### src/rtl/pipe_ctrl_pkg.sv
// Shared types and constants for the pipeline stall/flush sequencer.
package pipe_ctrl_pkg;

    localparam int unsigned REG_ADR_W  = 3;
    localparam int unsigned BUB_CNT_W  = 2;
    localparam int unsigned WAIT_CNT_W = 8;
    localparam int unsigned PERF_CNT_W = 16;

    typedef enum logic [1:0] {
        ST_RUN        = 2'd0,
        ST_LOAD_STALL = 2'd1,
        ST_MEM_WAIT   = 2'd2,
        ST_HALTED     = 2'd3
    } state_e;

    // Enables and bubble inserts for the pipeline registers and PC
    typedef struct packed {
        logic en_pc;
        logic en_ifid;
        logic en_idex;
        logic en_exmem;
        logic en_memwb;
        logic flush_ifid;
        logic flush_idex;
        logic flush_exmem;
    } ctrl_t;

    localparam ctrl_t RUN_DEFAULT = '{
        en_pc:       1'b1,
        en_ifid:     1'b1,
        en_idex:     1'b1,
        en_exmem:    1'b1,
        en_memwb:    1'b1,
        flush_ifid:  1'b0,
        flush_idex:  1'b0,
        flush_exmem: 1'b0
    };

    localparam ctrl_t ALL_HOLD = '0;

    function automatic logic any_flush(input ctrl_t c);
        return c.flush_ifid | c.flush_idex | c.flush_exmem;
    endfunction

endpackage

### src/rtl/pipe_ctrl_if.sv
// Stage status inputs and register-control outputs of the pipeline sequencer.
interface pipe_ctrl_if;
    import pipe_ctrl_pkg::*;

    logic [REG_ADR_W-1:0]  id_rs_adr;
    logic [REG_ADR_W-1:0]  id_rt_adr;
    logic                  id_uses_rs;
    logic                  id_uses_rt;
    logic [REG_ADR_W-1:0]  ex_regwrite_adr;
    logic                  ex_regwrite;
    logic                  ex_from_main_mem;
    logic                  ex_branch_taken;
    logic                  mem_access;
    logic                  mem_ready;
    logic                  mem_is_halt;
    logic                  restart;

    logic                  en_pc;
    logic                  en_ifid;
    logic                  en_idex;
    logic                  en_exmem;
    logic                  en_memwb;
    logic                  flush_ifid;
    logic                  flush_idex;
    logic                  flush_exmem;
    logic                  halted;
    logic                  mem_err;
    logic [PERF_CNT_W-1:0] stall_cnt;
    logic [PERF_CNT_W-1:0] flush_cnt;

    // Pipeline side: reports stage status, consumes enables
    modport master (
        output id_rs_adr, id_rt_adr, id_uses_rs, id_uses_rt,
               ex_regwrite_adr, ex_regwrite, ex_from_main_mem, ex_branch_taken,
               mem_access, mem_ready, mem_is_halt, restart,
        input  en_pc, en_ifid, en_idex, en_exmem, en_memwb,
               flush_ifid, flush_idex, flush_exmem,
               halted, mem_err, stall_cnt, flush_cnt
    );

    // Sequencer side
    modport slave (
        input  id_rs_adr, id_rt_adr, id_uses_rs, id_uses_rt,
               ex_regwrite_adr, ex_regwrite, ex_from_main_mem, ex_branch_taken,
               mem_access, mem_ready, mem_is_halt, restart,
        output en_pc, en_ifid, en_idex, en_exmem, en_memwb,
               flush_ifid, flush_idex, flush_exmem,
               halted, mem_err, stall_cnt, flush_cnt
    );

endinterface

### src/rtl/pipe_ctrl_load_use_detect.sv
// Combinational load-use hazard compare between the ID sources and the EX load target.
module load_use_detect
    import pipe_ctrl_pkg::*;
(
    input  logic [REG_ADR_W-1:0] id_rs_adr,
    input  logic [REG_ADR_W-1:0] id_rt_adr,
    input  logic                 id_uses_rs,
    input  logic                 id_uses_rt,
    input  logic [REG_ADR_W-1:0] ex_regwrite_adr,
    input  logic                 ex_regwrite,
    input  logic                 ex_from_main_mem,
    output logic                 hazard_c
);

    logic rs_match_c;
    logic rt_match_c;

    // r0 is compared like any other register
    assign rs_match_c = id_uses_rs & (id_rs_adr == ex_regwrite_adr);
    assign rt_match_c = id_uses_rt & (id_rt_adr == ex_regwrite_adr);
    assign hazard_c   = ex_from_main_mem & ex_regwrite & (rs_match_c | rt_match_c);

endmodule

### src/rtl/pipe_ctrl.sv
// Stall/flush sequencer for the 5-stage pipeline: load-use, branch, memory wait, halt.
// Optional performance counters built only when PIPE_CTRL_PERF_EN is defined.
module pipe_ctrl
    import pipe_ctrl_pkg::*;
#(
    parameter int unsigned LOAD_BUBBLES = 1,
    parameter int unsigned MEM_TIMEOUT  = 15
) (
    input  logic      clk,
    input  logic      reset,
    pipe_ctrl_if.slave bus
);

    state_e                state_q, state_d;
    state_e                ret_state_q, ret_state_d;
    state_e                eff_state;
    logic [BUB_CNT_W-1:0]  bub_cnt_q, bub_cnt_d;
    logic [WAIT_CNT_W-1:0] wait_cnt_q, wait_cnt_d;
    logic [WAIT_CNT_W-1:0] wait_inc;
    logic                  mem_err_q, mem_err_d;
    logic                  hazard_c;
    logic                  halted_c;
    ctrl_t                 ctrl_c;
    ctrl_t                 ctrl_o;
    logic                  mem_stall_c;

    load_use_detect u_load_use_detect (
        .id_rs_adr        (bus.id_rs_adr),
        .id_rt_adr        (bus.id_rt_adr),
        .id_uses_rs       (bus.id_uses_rs),
        .id_uses_rt       (bus.id_uses_rt),
        .ex_regwrite_adr  (bus.ex_regwrite_adr),
        .ex_regwrite      (bus.ex_regwrite),
        .ex_from_main_mem (bus.ex_from_main_mem),
        .hazard_c         (hazard_c)
    );

    assign mem_stall_c = bus.mem_access & ~bus.mem_ready;

    always_ff @(posedge clk or negedge reset) begin
        if (!reset) begin
            state_q     <= ST_RUN;
            ret_state_q <= ST_RUN;
            bub_cnt_q   <= '0;
            wait_cnt_q  <= '0;
            mem_err_q   <= 1'b0;
        end else begin
            state_q     <= state_d;
            ret_state_q <= ret_state_d;
            bub_cnt_q   <= bub_cnt_d;
            wait_cnt_q  <= wait_cnt_d;
            mem_err_q   <= mem_err_d;
        end
    end

    // The cycle that completes a memory wait behaves exactly like the state it returns to
    always_comb begin
        state_d     = state_q;
        ret_state_d = ret_state_q;
        bub_cnt_d   = bub_cnt_q;
        wait_cnt_d  = wait_cnt_q;
        mem_err_d   = mem_err_q;
        ctrl_c      = RUN_DEFAULT;
        halted_c    = 1'b0;
        wait_inc    = wait_cnt_q + WAIT_CNT_W'(1);
        eff_state   = ((state_q == ST_MEM_WAIT) && bus.mem_ready) ? ret_state_q : state_q;
        state_d     = eff_state;

        case (eff_state)
            ST_RUN: begin
                if (bus.mem_is_halt) begin
                    ctrl_c.en_pc       = 1'b0;
                    ctrl_c.en_ifid     = 1'b0;
                    ctrl_c.en_idex     = 1'b0;
                    ctrl_c.en_exmem    = 1'b0;
                    ctrl_c.flush_exmem = 1'b1;
                    state_d            = ST_HALTED;
                end else if (mem_stall_c) begin
                    ctrl_c      = ALL_HOLD;
                    ret_state_d = ST_RUN;
                    wait_cnt_d  = '0;
                    state_d     = ST_MEM_WAIT;
                end else if (bus.ex_branch_taken) begin
                    // ID holds a wrong-path instruction, so no load-use stall is needed
                    ctrl_c.flush_ifid = 1'b1;
                    ctrl_c.flush_idex = 1'b1;
                end else if (hazard_c) begin
                    ctrl_c.en_pc      = 1'b0;
                    ctrl_c.en_ifid    = 1'b0;
                    ctrl_c.flush_idex = 1'b1;
                    if (LOAD_BUBBLES > 1) begin
                        bub_cnt_d = BUB_CNT_W'(LOAD_BUBBLES - 1);
                        state_d   = ST_LOAD_STALL;
                    end
                end
            end

            ST_LOAD_STALL: begin
                if (mem_stall_c) begin
                    ctrl_c      = ALL_HOLD;
                    ret_state_d = ST_LOAD_STALL;
                    wait_cnt_d  = '0;
                    state_d     = ST_MEM_WAIT;
                end else begin
                    ctrl_c.en_pc      = 1'b0;
                    ctrl_c.en_ifid    = 1'b0;
                    ctrl_c.flush_idex = 1'b1;
                    bub_cnt_d         = bub_cnt_q - BUB_CNT_W'(1);
                    if (bub_cnt_q <= BUB_CNT_W'(1)) begin
                        bub_cnt_d = '0;
                        state_d   = ST_RUN;
                    end
                end
            end

            ST_MEM_WAIT: begin
                ctrl_c     = ALL_HOLD;
                wait_cnt_d = wait_inc;
                if (wait_inc == WAIT_CNT_W'(MEM_TIMEOUT)) begin
                    mem_err_d = 1'b1;
                    state_d   = ST_HALTED;
                end
            end

            ST_HALTED: begin
                ctrl_c   = ALL_HOLD;
                halted_c = 1'b1;
                if (bus.restart) begin
                    mem_err_d = 1'b0;
                    state_d   = ST_RUN;
                end
            end
        endcase
    end

    // Control outputs are forced inactive for as long as reset is held
    assign ctrl_o = reset ? ctrl_c : ALL_HOLD;

    assign bus.en_pc       = ctrl_o.en_pc;
    assign bus.en_ifid     = ctrl_o.en_ifid;
    assign bus.en_idex     = ctrl_o.en_idex;
    assign bus.en_exmem    = ctrl_o.en_exmem;
    assign bus.en_memwb    = ctrl_o.en_memwb;
    assign bus.flush_ifid  = ctrl_o.flush_ifid;
    assign bus.flush_idex  = ctrl_o.flush_idex;
    assign bus.flush_exmem = ctrl_o.flush_exmem;
    assign bus.halted      = reset & halted_c;
    assign bus.mem_err     = mem_err_q;

`ifdef PIPE_CTRL_PERF_EN
    logic [PERF_CNT_W-1:0] stall_cnt_q, stall_cnt_d;
    logic [PERF_CNT_W-1:0] flush_cnt_q, flush_cnt_d;
    logic                  restart_acc_c;

    assign restart_acc_c = (state_q == ST_HALTED) & bus.restart;

    // Saturating counters, cleared when a restart is accepted
    always_comb begin
        stall_cnt_d = stall_cnt_q;
        flush_cnt_d = flush_cnt_q;
        if (restart_acc_c) begin
            stall_cnt_d = '0;
            flush_cnt_d = '0;
        end else begin
            if (!ctrl_o.en_pc && (state_q != ST_HALTED) && (stall_cnt_q != '1)) begin
                stall_cnt_d = stall_cnt_q + PERF_CNT_W'(1);
            end
            if (any_flush(ctrl_o) && (flush_cnt_q != '1)) begin
                flush_cnt_d = flush_cnt_q + PERF_CNT_W'(1);
            end
        end
    end

    always_ff @(posedge clk or negedge reset) begin
        if (!reset) begin
            stall_cnt_q <= '0;
            flush_cnt_q <= '0;
        end else begin
            stall_cnt_q <= stall_cnt_d;
            flush_cnt_q <= flush_cnt_d;
        end
    end

    assign bus.stall_cnt = stall_cnt_q;
    assign bus.flush_cnt = flush_cnt_q;
`else
    assign bus.stall_cnt = '0;
    assign bus.flush_cnt = '0;
`endif

endmodule

### src/flat_wrapper.sv
// flat-port wrapper written by rule: the top's interface ports become plain ports
module pipe_ctrl_flat import pipe_ctrl_pkg::*;
#(
    parameter int unsigned LOAD_BUBBLES = 1,
    parameter int unsigned MEM_TIMEOUT  = 15
)
  (clk, reset, bus_id_rs_adr, bus_id_rt_adr, bus_id_uses_rs, bus_id_uses_rt, bus_ex_regwrite_adr, bus_ex_regwrite, bus_ex_from_main_mem, bus_ex_branch_taken, bus_mem_access, bus_mem_ready, bus_mem_is_halt, bus_restart, bus_en_pc, bus_en_ifid, bus_en_idex, bus_en_exmem, bus_en_memwb, bus_flush_ifid, bus_flush_idex, bus_flush_exmem, bus_halted, bus_mem_err, bus_stall_cnt, bus_flush_cnt);
  pipe_ctrl_if bus_i ();
  input  logic clk;
  input  logic reset;
  input wire logic [$bits(bus_i.id_rs_adr)-1:0] bus_id_rs_adr;
  input wire logic [$bits(bus_i.id_rt_adr)-1:0] bus_id_rt_adr;
  input wire logic [$bits(bus_i.id_uses_rs)-1:0] bus_id_uses_rs;
  input wire logic [$bits(bus_i.id_uses_rt)-1:0] bus_id_uses_rt;
  input wire logic [$bits(bus_i.ex_regwrite_adr)-1:0] bus_ex_regwrite_adr;
  input wire logic [$bits(bus_i.ex_regwrite)-1:0] bus_ex_regwrite;
  input wire logic [$bits(bus_i.ex_from_main_mem)-1:0] bus_ex_from_main_mem;
  input wire logic [$bits(bus_i.ex_branch_taken)-1:0] bus_ex_branch_taken;
  input wire logic [$bits(bus_i.mem_access)-1:0] bus_mem_access;
  input wire logic [$bits(bus_i.mem_ready)-1:0] bus_mem_ready;
  input wire logic [$bits(bus_i.mem_is_halt)-1:0] bus_mem_is_halt;
  input wire logic [$bits(bus_i.restart)-1:0] bus_restart;
  output wire logic [$bits(bus_i.en_pc)-1:0] bus_en_pc;
  output wire logic [$bits(bus_i.en_ifid)-1:0] bus_en_ifid;
  output wire logic [$bits(bus_i.en_idex)-1:0] bus_en_idex;
  output wire logic [$bits(bus_i.en_exmem)-1:0] bus_en_exmem;
  output wire logic [$bits(bus_i.en_memwb)-1:0] bus_en_memwb;
  output wire logic [$bits(bus_i.flush_ifid)-1:0] bus_flush_ifid;
  output wire logic [$bits(bus_i.flush_idex)-1:0] bus_flush_idex;
  output wire logic [$bits(bus_i.flush_exmem)-1:0] bus_flush_exmem;
  output wire logic [$bits(bus_i.halted)-1:0] bus_halted;
  output wire logic [$bits(bus_i.mem_err)-1:0] bus_mem_err;
  output wire logic [$bits(bus_i.stall_cnt)-1:0] bus_stall_cnt;
  output wire logic [$bits(bus_i.flush_cnt)-1:0] bus_flush_cnt;
  assign bus_i.id_rs_adr = bus_id_rs_adr;
  assign bus_i.id_rt_adr = bus_id_rt_adr;
  assign bus_i.id_uses_rs = bus_id_uses_rs;
  assign bus_i.id_uses_rt = bus_id_uses_rt;
  assign bus_i.ex_regwrite_adr = bus_ex_regwrite_adr;
  assign bus_i.ex_regwrite = bus_ex_regwrite;
  assign bus_i.ex_from_main_mem = bus_ex_from_main_mem;
  assign bus_i.ex_branch_taken = bus_ex_branch_taken;
  assign bus_i.mem_access = bus_mem_access;
  assign bus_i.mem_ready = bus_mem_ready;
  assign bus_i.mem_is_halt = bus_mem_is_halt;
  assign bus_i.restart = bus_restart;
  assign bus_en_pc = bus_i.en_pc;
  assign bus_en_ifid = bus_i.en_ifid;
  assign bus_en_idex = bus_i.en_idex;
  assign bus_en_exmem = bus_i.en_exmem;
  assign bus_en_memwb = bus_i.en_memwb;
  assign bus_flush_ifid = bus_i.flush_ifid;
  assign bus_flush_idex = bus_i.flush_idex;
  assign bus_flush_exmem = bus_i.flush_exmem;
  assign bus_halted = bus_i.halted;
  assign bus_mem_err = bus_i.mem_err;
  assign bus_stall_cnt = bus_i.stall_cnt;
  assign bus_flush_cnt = bus_i.flush_cnt;
  pipe_ctrl #(.LOAD_BUBBLES(LOAD_BUBBLES), .MEM_TIMEOUT(MEM_TIMEOUT)) u_core (.clk(clk), .reset(reset), .bus(bus_i));
endmodule
### config.mk
export PLATFORM = sky130hd
export DESIGN_NAME = pipe_ctrl_flat
export DESIGN_NICKNAME = d
export VERILOG_FILES = /design/src/rtl/pipe_ctrl_pkg.sv /design/src/rtl/pipe_ctrl_if.sv /design/src/rtl/pipe_ctrl_load_use_detect.sv /design/src/rtl/pipe_ctrl.sv /design/src/flat_wrapper.sv
export SDC_FILE = /design/constraint.sdc
export NUM_CORES = 1
export LEC_CHECK = 0
export BUFFER_PORTS_ARGS = -buffer_cell sky130_fd_sc_hd__buf_2
export CORE_MARGIN = 2
export CORE_UTILIZATION = 50
export CTS_BUF_LIST = sky130_fd_sc_hd__clkbuf_16
export CTS_CLUSTER_SIZE = 14
export DETAILED_ROUTE_END_ITERATION = 6
export PLACE_DENSITY = 0.95
export SLEW_MARGIN = 25
export SYNTH_ARGS = -nofsm -noshare
export SYNTH_HDL_FRONTEND = slang
export SYNTH_SLANG_ARGS = --single-unit
### constraint.sdc
create_clock -name clk -period 3.8 [get_ports clk]
set_clock_uncertainty 0.15 [all_clocks]
set_input_delay 0.38 -clock clk [delete_from_list [all_inputs] [get_ports clk]]
set_output_delay 0.38 -clock clk [all_outputs]
set_load 0.02 [all_outputs]
==> results.md <==
- By area the synthesized netlist is led by sky130_fd_sc_hd__dfrtp_1 (27%), sky130_fd_sc_hd__buf_4 (20%), sky130_fd_sc_hd__o31ai_1 (5.8%).
- The count of different cell masters after synthesis is 39.
- Together, buffers and inverters on the worst path number 1.
- The clock passes through at most 2 buffers.
- The top-level port count is 62.
- Of the synthesized area, sequential elements account for 0.272.
- The peak per-stage delay on the critical path is 0.57 ns.
- The area share of xor/xnor cells in the synthesized design is 0.0544.
- The routed layout has 1104 vias.
- The worst-case reg-to-reg path depth is 4.
- The average size of a mapped cell is 8.41 um2.
- The number of max-slew violations in the final report is 0.
- The final-layout worst hold slack is 0.299 ns.
- Counting flops with an async set or reset pin after synthesis yields a share of 1.00.
- The main combinational cell family by area after synthesis is compound AO/OA/AOI/OAI gates.
- In the synthesized netlist, the number of instances is 153.
- Once layout is complete, the cells apart from fillers number 209.
- The mean number of vias per cell is 5.28.
- The required arrival time at the worst endpoint is 3.27 ns.
- The leakage power is 0.689 nW.
- The pin count of the biggest net entering global routing is 18.
- The highest clock rate is 415 MHz.
- Following the worst setup path forward leads to its endpoint at bus_en_memwb.
- For this run the aggregate overflow at the end of global routing stands at 0.
- The number of rows created at floorplan is 18.
- The tree is rooted in a sky130_fd_sc_hd__clkbuf_16.
- Setup violations remaining at the end of the flow were counted as 0.
- The setup slack on the worst flop-to-flop path is 1.87 ns.
- The remaining antenna violation count after routing is 0.
- The placeable core region is 2450 um2.
- The area enclosed by the die boundary is 3000 um2.
- For the pin with the worst max-slew slack, the measured transition is 0.680 ns.
- The predominant post-synthesis flop cell is sky130_fd_sc_hd__dfrtp_1.
- The die span in x is 54.7 um.
- The post-synthesis register bit count is 14.
- The relative slew slack is 0.546.
- STA classifies the critical path startpoint as a register.
- The synthesized-area fraction occupied by ao, oa, aoi and oai cells is 0.244.
- The number of enable-type register cells in the synthesized netlist is 0.
- Setup repair after global routing left no endpoint under its margin.
- TritonCTS built the clock tree.
- The detail-routed net length per standard cell is 12.5 um.
- The Yosys step of the flow raised 0 warnings.
- Across the VDD grid, the largest voltage drop is 429 uV.
- Across every metal layer, demand over resource in global routing totals 0.196.
- The data arrival time of the critical path is 1.88 ns.
- The cell that appears most often on the critical path is sky130_fd_sc_hd__a21oi_1.
- The final cycle utilization of the critical path is 0.635.
- The count of final hold-check violations is 0.
- The end of the worst register-to-register path is u_core.wait_cnt_q[1].
- For the final routed database, the setup TNS stands at 0 ns.
- Among all stages on the critical path, the largest delay is contributed by sky130_fd_sc_hd__a21oi_1.
- The startpoint of the most critical setup path is u_core.state_q[0].
- The synthesized cell area is 1290 um2.
- The area share of the largest cell type after synthesis is 0.272.
- Counting buffers and inverters, the worst setup path is 5 cells deep.
- The number of global-route vias before repair was 851.
- CTS built an H-tree with a depth of 1.
- The final antenna diode count is 0.
- The later-pin clock latency in the skew report is 0.25 ns.
- The congestion estimate from routability-driven global placement came to 0.847.
- The largest fanout on the critical path is 12.
- The number of maximum-capacitance constraint violations is 0.
- The synthesized-area fraction occupied by adder cells is 0.0194.
- The type of the worst setup path is reg -> out.
- The placed wire-length estimate is 1.85 mm.
- The height of the die is 54.7 um.
- The endpoint kind of the worst setup timing path is an output pin.
- The filler cell count in the final layout is 232.
- The simple-gate share of the synthesized area is 0.168.
- The number of DRC markers in iteration 0 is 36.
- The largest total area in the synthesized netlist belongs to sky130_fd_sc_hd__dfrtp_1.
- The layout-stage area growth over the synthesis result is 7.97%.
- The first global-routing pass estimated 4.05 mm of wire.
- The class of the most critical hold timing path is in -> reg.
- The detailed-routing iteration count for the pre-antenna-repair pass is 4.
- The number of CTS-inserted buffers is 3.
- The clock drives 14 sinks.
- In this run the power density over the cells is 540 nW/um2.
- The run finished with clean final reports.
- After clock tree synthesis, the clock-pin slew on the worst setup and hold paths is 0.05 ns.
- The initial core utilization is 0.524.
- For this run, the post-layout net count is 202.
- After layout, the minimum clock period comes to 2.41 ns.
- The detailed-route DRC error count is 0.
- The initial antenna violation count is 0.
- The worst register-to-register path begins at u_core.state_q[0].
- The total power draw is 0.000751 W.
- The multiplexer fraction of the synthesized cell area is 0.
- The signal on the critical path passes through nand2b_1 -> a21oi_1 -> a21oi_1 -> nor2_1 -> buf_2.
- The number of port buffers is 29.
- The share of layout cells above drive strength 1 is 0.218.
- Including well taps, the total number of placed cells is 204.
- After clock tree synthesis, the setup repair step added 0 buffers.
- Wires add up to 2.62 mm.
- The cell class contributing the biggest share of worst-path delay is compound AO/OA/AOI/OAI gates.
[Yosys cell counts, types with 2 or more instances]
| cell type | instances |
|---|---|
| sky130_fd_sc_hd__buf_2 | 3 |
| sky130_fd_sc_hd__nand4_1 | 3 |
| sky130_fd_sc_hd__a21oi_1 | 8 |
| sky130_fd_sc_hd__nor2b_1 | 3 |
| sky130_fd_sc_hd__ha_1 | 2 |
| sky130_fd_sc_hd__nor2_1 | 9 |
| sky130_fd_sc_hd__o31ai_1 | 10 |
| sky130_fd_sc_hd__xnor2_1 | 8 |
| sky130_fd_sc_hd__nand2b_1 | 4 |
| sky130_fd_sc_hd__a21o_1 | 2 |
| sky130_fd_sc_hd__buf_4 | 34 |
| sky130_fd_sc_hd__nand3_1 | 4 |
| sky130_fd_sc_hd__a31oi_1 | 2 |
| sky130_fd_sc_hd__o21ai_0 | 9 |
| sky130_fd_sc_hd__inv_1 | 6 |
| sky130_fd_sc_hd__nand2_1 | 10 |
| sky130_fd_sc_hd__dfrtp_1 | 14 |
[timing repair]
action,CTS,global route
endpoints found under the hold margin,14,0
hold buffers,1,0
gates resized for setup,0,0
endpoints found under the setup margin,0,0
[cell usage in the layout, fill, tap and decap left out, types with 2 or more instances in the layout]
cell and count:
sky130_fd_sc_hd__clkbuf_16 3, sky130_fd_sc_hd__nor2_1 9, sky130_fd_sc_hd__a21o_1 2, sky130_fd_sc_hd__a21oi_1 8, sky130_fd_sc_hd__a31oi_1 2, sky130_fd_sc_hd__conb_1 32, sky130_fd_sc_hd__o21ai_0 9, sky130_fd_sc_hd__o31ai_1 10
sky130_fd_sc_hd__buf_2 29, sky130_fd_sc_hd__nor2b_1 3, sky130_fd_sc_hd__nand2_1 10, sky130_fd_sc_hd__inv_1 6, sky130_fd_sc_hd__nand4_1 3, sky130_fd_sc_hd__nand2b_1 4, sky130_fd_sc_hd__nand3_1 4, sky130_fd_sc_hd__dfrtp_1 14
sky130_fd_sc_hd__ha_1 2, sky130_fd_sc_hd__xnor2_1 8
[how the worst min path moves through the flow]
stage	startpoint	to	slack, ns	cells after the start
after floorplan	reset	u_core.bub_cnt_q[0]	-0.07	0
after global placement	reset	u_core.wait_cnt_q[7]	0.16	1
after detailed placement	reset	u_core.wait_cnt_q[7]	0.16	1
after CTS	bus_mem_is_halt	u_core.state_q[0]	0.30	2
after global routing	bus_mem_is_halt	u_core.state_q[0]	0.33	2
final	bus_mem_is_halt	u_core.state_q[0]	0.30	2
[state kept, by name, indices dropped and copies added (netlist names)]
| name | count |
|---|---|
| u_core.wait_cnt_q | 8 |
| u_core.state_q | 2 |
| u_core.bub_cnt_q | 2 |
| u_core.ret_state_q | 1 |
| u_core.bus.mem_err | 1 |
[where the power goes]
part	internal [W]	switching [W]
logic	0.000108	0.000201
registers	0.000179	0.0000571
clock network	0.000140	0.0000653
total	0.000427	0.000323
[cell families after synthesis]
kind of cell / count (synthesis)
buffers and inverters: 45
AOI/OAI and AO/OA: 43
and+or+nand+nor: 40
DFF: 14
xor gates and xnor gates: 8
adders and majority gates: 2
other: 1
[per-layer routing]
layer | up-vias | global-route usage | share of wire
met5 | - | 0 | 0
met4 | 0 | 0.100 | 0.026
met3 | 9 | 0.0410 | 0.074
met2 | 57 | 0.319 | 0.51
met1 | 508 | 0.243 | 0.39
li1 | 530 | - | -
[cell type report]
type	count	area, um2	share of cell area
multi-input cells	125	746	0.536
flip-flops and latches	14	350	0.252
repair buffers	30	155	0.112
clock buffers	3	75.1	0.0540
well taps	30	37.5	0.0270
inverters	6	22.5	0.0162
clock inverters	1	3.75	0.00270
[through the flow]
stage / util / instance area (um2) / setup slack [ns]
after global routing: 0.566 / 1390 / 1.25
after detailed placement: 0.530 / 1300 / 1.73
after global placement: 0.530 / 1300 / 1.75
after CTS: 0.566 / 1390 / 1.42
final: 0.566 / 1390 / 1.39
after floorplan: - / 1400 / 1.75
Power figures use the tool's default switching activity.
